$ cat config.mk
export PLATFORM = sky130hd
export DESIGN_NAME = fp_align_add
export DESIGN_NICKNAME = d
export VERILOG_FILES = /design/src/rtl/fp_pkg.sv /design/src/rtl/fp_align.sv /design/src/rtl/fp_align_add.sv
export SDC_FILE = /design/constraint.sdc
export NUM_CORES = 1
export LEC_CHECK = 0
export BUFFER_PORTS_ARGS = -buffer_cell sky130_fd_sc_hd__buf_2
export CORE_ASPECT_RATIO = 1.1
export CORE_UTILIZATION = 60
export DETAILED_ROUTE_END_ITERATION = 6
export PLACE_DENSITY = 0.83
export SETUP_SLACK_MARGIN = 0.15
export SYNTH_ARGS = -nofsm -noshare
export SYNTH_HDL_FRONTEND = slang
export SYNTH_SLANG_ARGS = --single-unit
$ cat constraint.sdc
create_clock -name clk -period 5.3 [get_ports clk]
set_input_delay 1.06 -clock clk [delete_from_list [all_inputs] [get_ports clk]]
set_output_delay 1.06 -clock clk [all_outputs]
set_load 0.05 [all_outputs]
$ cat src/rtl/fp_pkg.sv
// Shared floating-point constants and operand record for the align/add datapath.
package fp_pkg;

  localparam int FP_M = 10;
  localparam int FP_E = 5;

  typedef struct packed {
    logic            sign;
    logic [FP_E-1:0] exp;
    logic [FP_M-1:0] mant;
  } fp_operand_t;

endpackage

$ cat src/rtl/fp_align.sv
// Stage-1 combinational datapath: orders operands by magnitude, derives the effective
// operation and result sign, and right-shifts the smaller mantissa into alignment.
module fp_align import fp_pkg::*; #(
  parameter int M = FP_M,
  parameter int E = FP_E
) (
  input  logic         a_sign,
  input  logic [E-1:0] a_exp,
  input  logic [M-1:0] a_mant,
  input  logic         b_sign,
  input  logic [E-1:0] b_exp,
  input  logic [M-1:0] b_mant,
  input  logic         sub,
  output logic [E-1:0] large_exp,
  output logic [M-1:0] large_mant,
  output logic [M-1:0] small_mant,
  output logic         eff_sub,
  output logic         sign
);

  logic         b_eff_sign;
  logic         a_larger;
  logic [E-1:0] small_exp;
  logic [E-1:0] exp_diff;
  logic [M-1:0] small_raw;

  // NOTE: every output of this block gets a value on every path, so no latch can form.
  always_comb begin
    b_eff_sign = b_sign ^ sub;
    eff_sub    = a_sign ^ b_eff_sign;
    // Ties in magnitude keep A as the larger operand.
    a_larger   = (a_exp > b_exp) || ((a_exp == b_exp) && (a_mant >= b_mant));

    if (a_larger) begin
      large_exp  = a_exp;
      large_mant = a_mant;
      small_exp  = b_exp;
      small_raw  = b_mant;
      sign       = a_sign;
    end else begin
      large_exp  = b_exp;
      large_mant = b_mant;
      small_exp  = a_exp;
      small_raw  = a_mant;
      sign       = b_eff_sign;
    end

    exp_diff = large_exp - small_exp;
    if (int'(exp_diff) >= M) small_mant = '0;
    else                     small_mant = small_raw >> exp_diff;
  end

endmodule

$ cat src/rtl/fp_align_add.sv
// Two-stage valid/ready pipeline: aligned operands registered in stage 1, raw
// sum/difference registered in stage 2 for the downstream normalizing shifter.
module fp_align_add import fp_pkg::*; #(
  parameter int M = FP_M,
  parameter int E = FP_E
) (
  input  logic         clk,
  input  logic         reset,
  input  logic         in_valid,
  output logic         in_ready,
  input  logic         a_sign,
  input  logic [E-1:0] a_exp,
  input  logic [M-1:0] a_mant,
  input  logic         b_sign,
  input  logic [E-1:0] b_exp,
  input  logic [M-1:0] b_mant,
  input  logic         sub,
  output logic         out_valid,
  input  logic         out_ready,
  output logic         sign,
  output logic [E-1:0] exp,
  output logic [M-1:0] mantissa,
  output logic         mantissa_overflow
);

  logic         al_eff_sub, al_sign;
  logic [E-1:0] al_exp;
  logic [M-1:0] al_large, al_small;

  fp_align #(.M(M), .E(E)) u_align (
    .a_sign     (a_sign),
    .a_exp      (a_exp),
    .a_mant     (a_mant),
    .b_sign     (b_sign),
    .b_exp      (b_exp),
    .b_mant     (b_mant),
    .sub        (sub),
    .large_exp  (al_exp),
    .large_mant (al_large),
    .small_mant (al_small),
    .eff_sub    (al_eff_sub),
    .sign       (al_sign)
  );

  logic         s1_valid, s1_eff_sub, s1_sign;
  logic [E-1:0] s1_exp;
  logic [M-1:0] s1_large, s1_small;
  logic         s2_load, s1_adv, s1_load;

  always_comb begin
    s2_load  = !out_valid || out_ready;
    s1_adv   = s1_valid && s2_load;
    in_ready = !s1_valid || s1_adv;
    s1_load  = in_valid && in_ready;
  end

  logic [M:0]   sum;
  logic [M-1:0] nxt_mant;
  logic         nxt_ovf, nxt_sign;

  always_comb begin
    sum = {1'b0, s1_large} + {1'b0, s1_small};
    if (s1_eff_sub) begin
      nxt_mant = s1_large - s1_small;
      nxt_ovf  = 1'b0;
      // An exact cancellation is reported as +0.
      nxt_sign = (s1_large == s1_small) ? 1'b0 : s1_sign;
    end else begin
      nxt_mant = sum[M-1:0];
      nxt_ovf  = sum[M];
      nxt_sign = s1_sign;
    end
  end

  // NOTE: data registers are reset as well as valid bits so the outputs read as zero out of reset.
  always_ff @(posedge clk or negedge reset) begin
    if (!reset) begin
      s1_valid   <= 1'b0;
      s1_eff_sub <= 1'b0;
      s1_sign    <= 1'b0;
      s1_exp     <= '0;
      s1_large   <= '0;
      s1_small   <= '0;
    end else begin
      // NOTE: non-blocking assignments so both stages see pre-edge values of each other.
      if (in_ready) s1_valid <= in_valid;
      if (s1_load) begin
        s1_eff_sub <= al_eff_sub;
        s1_sign    <= al_sign;
        s1_exp     <= al_exp;
        s1_large   <= al_large;
        s1_small   <= al_small;
      end
    end
  end

  always_ff @(posedge clk or negedge reset) begin
    if (!reset) begin
      out_valid         <= 1'b0;
      sign              <= 1'b0;
      exp               <= '0;
      mantissa          <= '0;
      mantissa_overflow <= 1'b0;
    end else begin
      if (s2_load) out_valid <= s1_valid;
      if (s1_adv) begin
        sign              <= nxt_sign;
        exp               <= s1_exp;
        mantissa          <= nxt_mant;
        mantissa_overflow <= nxt_ovf;
      end
    end
  end

endmodule

* Yosys cells after proc, flatten, opt, wreduce, memory -nomap -nowiden
Cells that the tools add are included.
** Cells by class
- Multiplexer cells :: 10
- Equal/unequal tests :: 2
- Shifts and indexed selects :: 1
- $lt $le $gt $ge :: 3
- $add $sub $neg :: 3
- Reductions and logical operators :: 8
- Bitwise operators :: 2
** Operator list (count)
- $mux W10 :: 4
- $add A10 B10 Y11 :: 1
- $eq A10 B10 Y1 :: 1
- $ge A10 B10 Y1 :: 1
- $mux W5 :: 2
- $shr A10 B5 Y10 :: 1
- $sub A10 B10 Y10 :: 1
- $eq A5 B5 Y1 :: 1
- $ge A5 B4 Y1 const B :: 1
- $gt A5 B5 Y1 :: 1
- $sub A5 B5 Y5 :: 1
- $mux W1 :: 4
- $logic_and A1 B1 Y1 :: 3
- $logic_or A1 B1 Y1 :: 3
- $logic_not A1 Y1 :: 2
- $xor A1 B1 Y1 :: 2
** Storage, ports and cells
- Word-level logic and storage cells :: 40
- Register bits :: 46
- Output and inout bits :: 19

* Longest topological paths before layout
- Depth in word-level cells :: 7
- Depth in mapped cells :: 18

* Hierarchy
Synthesis repeated with hierarchy kept, for this count alone.
** Unflattened totals
- Cells, all modules :: 473
- Area, all modules :: 4122.7 µm²
** By module, submodules not included
- fp_align_add :: instances 1, area each 2696.3 µm², sequential area each 1151.1 µm², cells each 269
- fp_align :: instances 1, area each 1426.4 µm², sequential area each 0.0 µm², cells each 204

* Worst setup path after synthesis
Ideal clock, no wire load.
- Path kind :: input -> register
- From :: input port b_exp[2]
- To :: register s1_small[0]
- Path buffers :: 4
- Data arrival time :: 4.373 ns
- Stages :: 17
- Library setup time :: 0.090 ns
- Slack :: 0.837 ns
- Cells stage by stage :: inv_1 -> ha_1 -> nand3_2 -> nor3_2 -> and2_4 -> buf_8 -> a21oi_4 -> buf_6 -> clkbuf_1 -> buf_2 -> o21a_1 -> ha_1 -> o31a_2 -> o22ai_2 -> mux2i_2 -> or3b_1 -> o221ai_1
** On the way
- Cells in the longest elaborated chain, start to end :: 7
- Elaborated cells between the ends (all ways) :: 11
- Classes of those cells :: add/sub: 1; order compare: 2; eq/ne: 1; shift: 1; mux: 4; reduce/logical: 2
** RTL lines
- start, declared :: RTL line fp_align_add.sv:15 : input logic [E-1:0] b_exp,
- parallel branches: the longest is 6 deep, another holds $gt A5 B5 Y1
- $mux W10 * :: RTL line fp_align.sv:49 : if (int'(exp_diff) >= M) small_mant = '0;
- end signal, assigned :: RTL line fp_align_add.sv:92 : s1_small <= al_small;
- end, declared :: RTL line fp_align_add.sv:47 : logic [M-1:0] s1_large, s1_small;
Every way passes the cells marked *.
A chain may end at the register's enable or synchronous reset.

* Final worst setup path
- From :: input port a_exp[0]
- To :: register s1_small[0]
** On the way
- Cells in the longest elaborated chain, start to end :: 7
- Elaborated cells between the ends (all ways) :: 11
- Classes of those cells :: add/sub: 1; order compare: 2; eq/ne: 1; shift: 1; mux: 4; reduce/logical: 2
** RTL lines
- start, declared :: RTL line fp_align_add.sv:12 : input logic [E-1:0] a_exp,
- parallel branches: the longest is 6 deep, another holds $gt A5 B5 Y1
- $mux W10 * :: RTL line fp_align.sv:49
Marked as above.

==> metrics.md <==
| Metric | Value |
|---|---|
| Post-synth cell types | `60` |
| Post-synth EDFFs | `0` |
| Worst-margin pin slew | `969 ps` |
| Maximum vdd ir drop | `0.000249 V` |
| Share of the yosys chip area belonging to registers | `0.309` |
| Overflow after GRT | `0` |
| Slew HR | `0.354` |
| Bufs on Longest Clock Path | `2` |
| Skew final | `6.19 ps` |
| Syn Nets | `499` |
| Vias in the first global route | `2993` |
| Die area | `6540 um2` |
| RSZ-0062 raised after global routing | `no` |
| H-tree depth | `2` |
| Post-synth ARST share | `1.00` |
| CTS clock-pin slew for the worst setup and hold paths | `80 ps` |
| Initial antenna violation count | `0` |
| Dpl hpwl | `6.27 mm` |
| Most frequent cell after synthesis | `o21ai_0` |
| Initial drt markers | `121` |
| GRT Total Usage | `0.255` |
| Final min period | `4190 ps` |
| Total Neg Setup Slack | `0 ps` |
| Adder-Cell Fraction of Synth Area | `0.128` |
| Crit-path max FO | `14` |
| # Post-CTS Setup Buffers | `0` |
| First-pass GRT wire length | `13.2 mm` |
| CTS sink cnt | `46` |
| Fmax | `238 MHz` |
| Pwr Density | `375 nW/um2` |
| Family with the most delay on the worst path | `compound AO/OA/AOI/OAI gates` |
| Final hold violation count | `0` |
| I/O Pins | `56` |
| Synth Area in XOR/XNOR | `0.0282` |
| CP Launch Type | `input port` |
| Avg Cell Area, Syn | `8.78 um2` |
| Required @ worst endpoint | `5510 ps` |
| Clk_lat worst skew | `300 ps` |
| Num rows | `29` |
| Final RePlAce weighted congestion | `0.933` |
| Post-synth top cells | `o21ai_0, nand2_1, dfrtp_1` |
| Routed len/inst | `14.2 um` |
| Buf+Inv Stages, Crit Path | `2` |
| Yosys reg bits | `46` |
| Status | `finished clean` |
| Root Buffer | `clkbuf_8` |
| Max stage delay on crit path | `610 ps` |
| Final-stage net count | `546` |
| Core Area | `5880 um2` |
| Cts bufs inserted | `5` |
| Share of cells above drive strength 1 | `0.203` |
| Synth area leaders | `dfrtp_1, ha_1, o21ai_0, a21oi_1, mux2i_1` |
| Synth Flop Type | `dfrtp_1` |
| Final Util | `0.703` |
| Max Slew Vio Count | `0` |
| Post-Synth Simple-Gate Area | `0.151` |
| Yosys warning count | `0` |
| Largest area contributor in the netlist | `dfrtp_1` |
| Ant diodes | `0` |
| CTS tree | `yes` |
| Crit path capture type | `register` |
| Antenna-violating nets left | `0` |
| Drt pass-1 iters | `5` |
| Sequence of cells on the critical path | `buf_2 > inv_1 > ha_1 > nand2b_1 > a21oi_1 > o21a_4 > a2111o_1 > o21a_1 > ha_1 > o31a_2 > o22ai_2 > mux2i_2 > or3b_1 > o221ai_1` |
| Maxcap violations | `0` |
| Design area | `4130 um2` |
| Mapped Cells | `425` |
| Largest family of logic cells by synthesized area | `compound AO/OA/AOI/OAI gates` |
| WL final | `7.81 mm` |
| Final worst path period share | `0.791` |
| Area share of the largest cell type after synthesis | `0.309` |
| Post-Synthesis Cell Area | `3730 um2` |
| Fill cell count | `499` |
| Placed Cells | `542` |
| Leakage | `1.98 nW` |
| Hold_buf cts | `0` |
| Die Wd | `77.2 um` |
| Crit path DAT | `4410 ps` |
| Post-CTS sizing | `0` |
| Most frequent CP cell | `ha_1` |
| Multiplexer share of the synthesized area | `0.116` |
| Crit-path slowest cell | `ha_1` |
| # port buffers | `55` |
| Compound-cell area share of the yosys netlist | `0.205` |
| Final setup viols | `0` |
| Worst Hold Class | `reg -> reg` |
| Die Span Y | `84.7 um` |
| Vias per inst | `5.71` |
| Via Count | `3133` |
| Largest net degree at the start of global routing | `47` |
| Initial Utilization | `0.635` |
| DR DRC count | `0` |
| CP Class | `in -> reg` |
| Post-DP Area | `4020 um2` |
| Area growth, synth to finish | `10.8%` |
| Layout Cells excl Fill | `549` |
==> layout by cell type (no fill, tap or decap), types with 4 or more instances in the layout <==
| cell type | instances |
|---|---|
| nor3_1 | 5 |
| mux2i_1 | 18 |
| mux2_2 | 8 |
| a21oi_1 | 36 |
| o21ai_0 | 50 |
| clkbuf_8 | 6 |
| nor2b_1 | 5 |
| ha_1 | 35 |
| buf_2 | 55 |
| nor2_1 | 32 |
| mux4_2 | 6 |
| inv_1 | 39 |
| xnor2_1 | 8 |
| dfrtp_1 | 46 |
| nand2b_1 | 6 |
| nand2_1 | 48 |
| nand3_1 | 6 |
| a211oi_1 | 5 |
| xor2_1 | 4 |
==> final timing paths <==
| kind | cells past startpoint | slack (ps) | to | start |
|---|---|---|---|---|
| worst max-delay path | 14 | 1110 | s1_small[0] | a_exp[0] |
| worst min-delay path | 2 | 470 | sign | sign |
| worst max register to register | 11 | 2770 | mantissa[9] | s1_small[1] |
| worst min register to register | 2 | 470 | sign | sign |
| max in group asynchronous | 1 | 3790 | s1_small[4] | reset |
| min in group asynchronous | 1 | 920 | mantissa_overflow | reset |
==> per-stage QoR <==
step	total power [W]	setup slack, ps	hold slack (ps)
2_1_floorplan	0.00111	837	446
4_1_cts	0.00155	1120	483
3_5_place_dp	0.00129	816	466
5_1_grt	0.00166	927	505
6_report	0.00155	1110	472
3_3_place_gp	0.00126	927	456
==> registers in the layout (all words and copies together), names as in the netlist <==
| register | cells |
|---|---|
| sign | 1 |
| s1_sign | 1 |
| mantissa_overflow | 1 |
| s1_small | 10 |
| out_valid | 1 |
| s1_exp | 5 |
| s1_large | 10 |
| s1_eff_sub | 1 |
| exp | 5 |
| mantissa | 10 |
| s1_valid | 1 |
==> report_power, final <==
| part | total (W) | leakage, nW | switching (W) | internal (W) |
|---|---|---|---|---|
| sequential | 0.000502 | 0.580 | 0.0000641 | 0.000438 |
| clock | 0.000263 | 0.0573 | 0.000112 | 0.000151 |
| combinational | 0.000783 | 1.35 | 0.000507 | 0.000276 |
==> area by class of cell <==
class	count	area, um2	share of cell area
well taps	77	96.3	0.0233
inverters	39	146	0.0354
clock inverters	1	30.0	0.00727
multi-input cells	324	2340	0.567
flip-flops and latches	46	1150	0.279
clock buffers	6	82.6	0.0200
repair buffers	56	283	0.0684
==> worst min-delay path, cell delays in order, from the launching register on <==
cell and delay (ps):
dfrtp_1 340, nand2_1 40, o21ai_0 50
==> routing by layer <==
layer,up-vias,global-route usage,part of all wire
met1,1457,0.319,0.44
met4,0,0.101,0.019
met2,88,0.450,0.50
met3,13,0.0228,0.036
li1,1575,-,-
met5,-,0,0
==> cells by family (layout without fill, tap and decap cells) <==
kind of cell	after synthesis	after routing
AOI/OAI and AO/OA	121	121
and+or+nand+nor	120	120
buffers and inverters	55	102
DFF	46	46
adders and majority gates	37	37
muxes	34	34
xor gates and xnor gates	12	12
No activity file was read; power rests on OpenSTA's default activity.
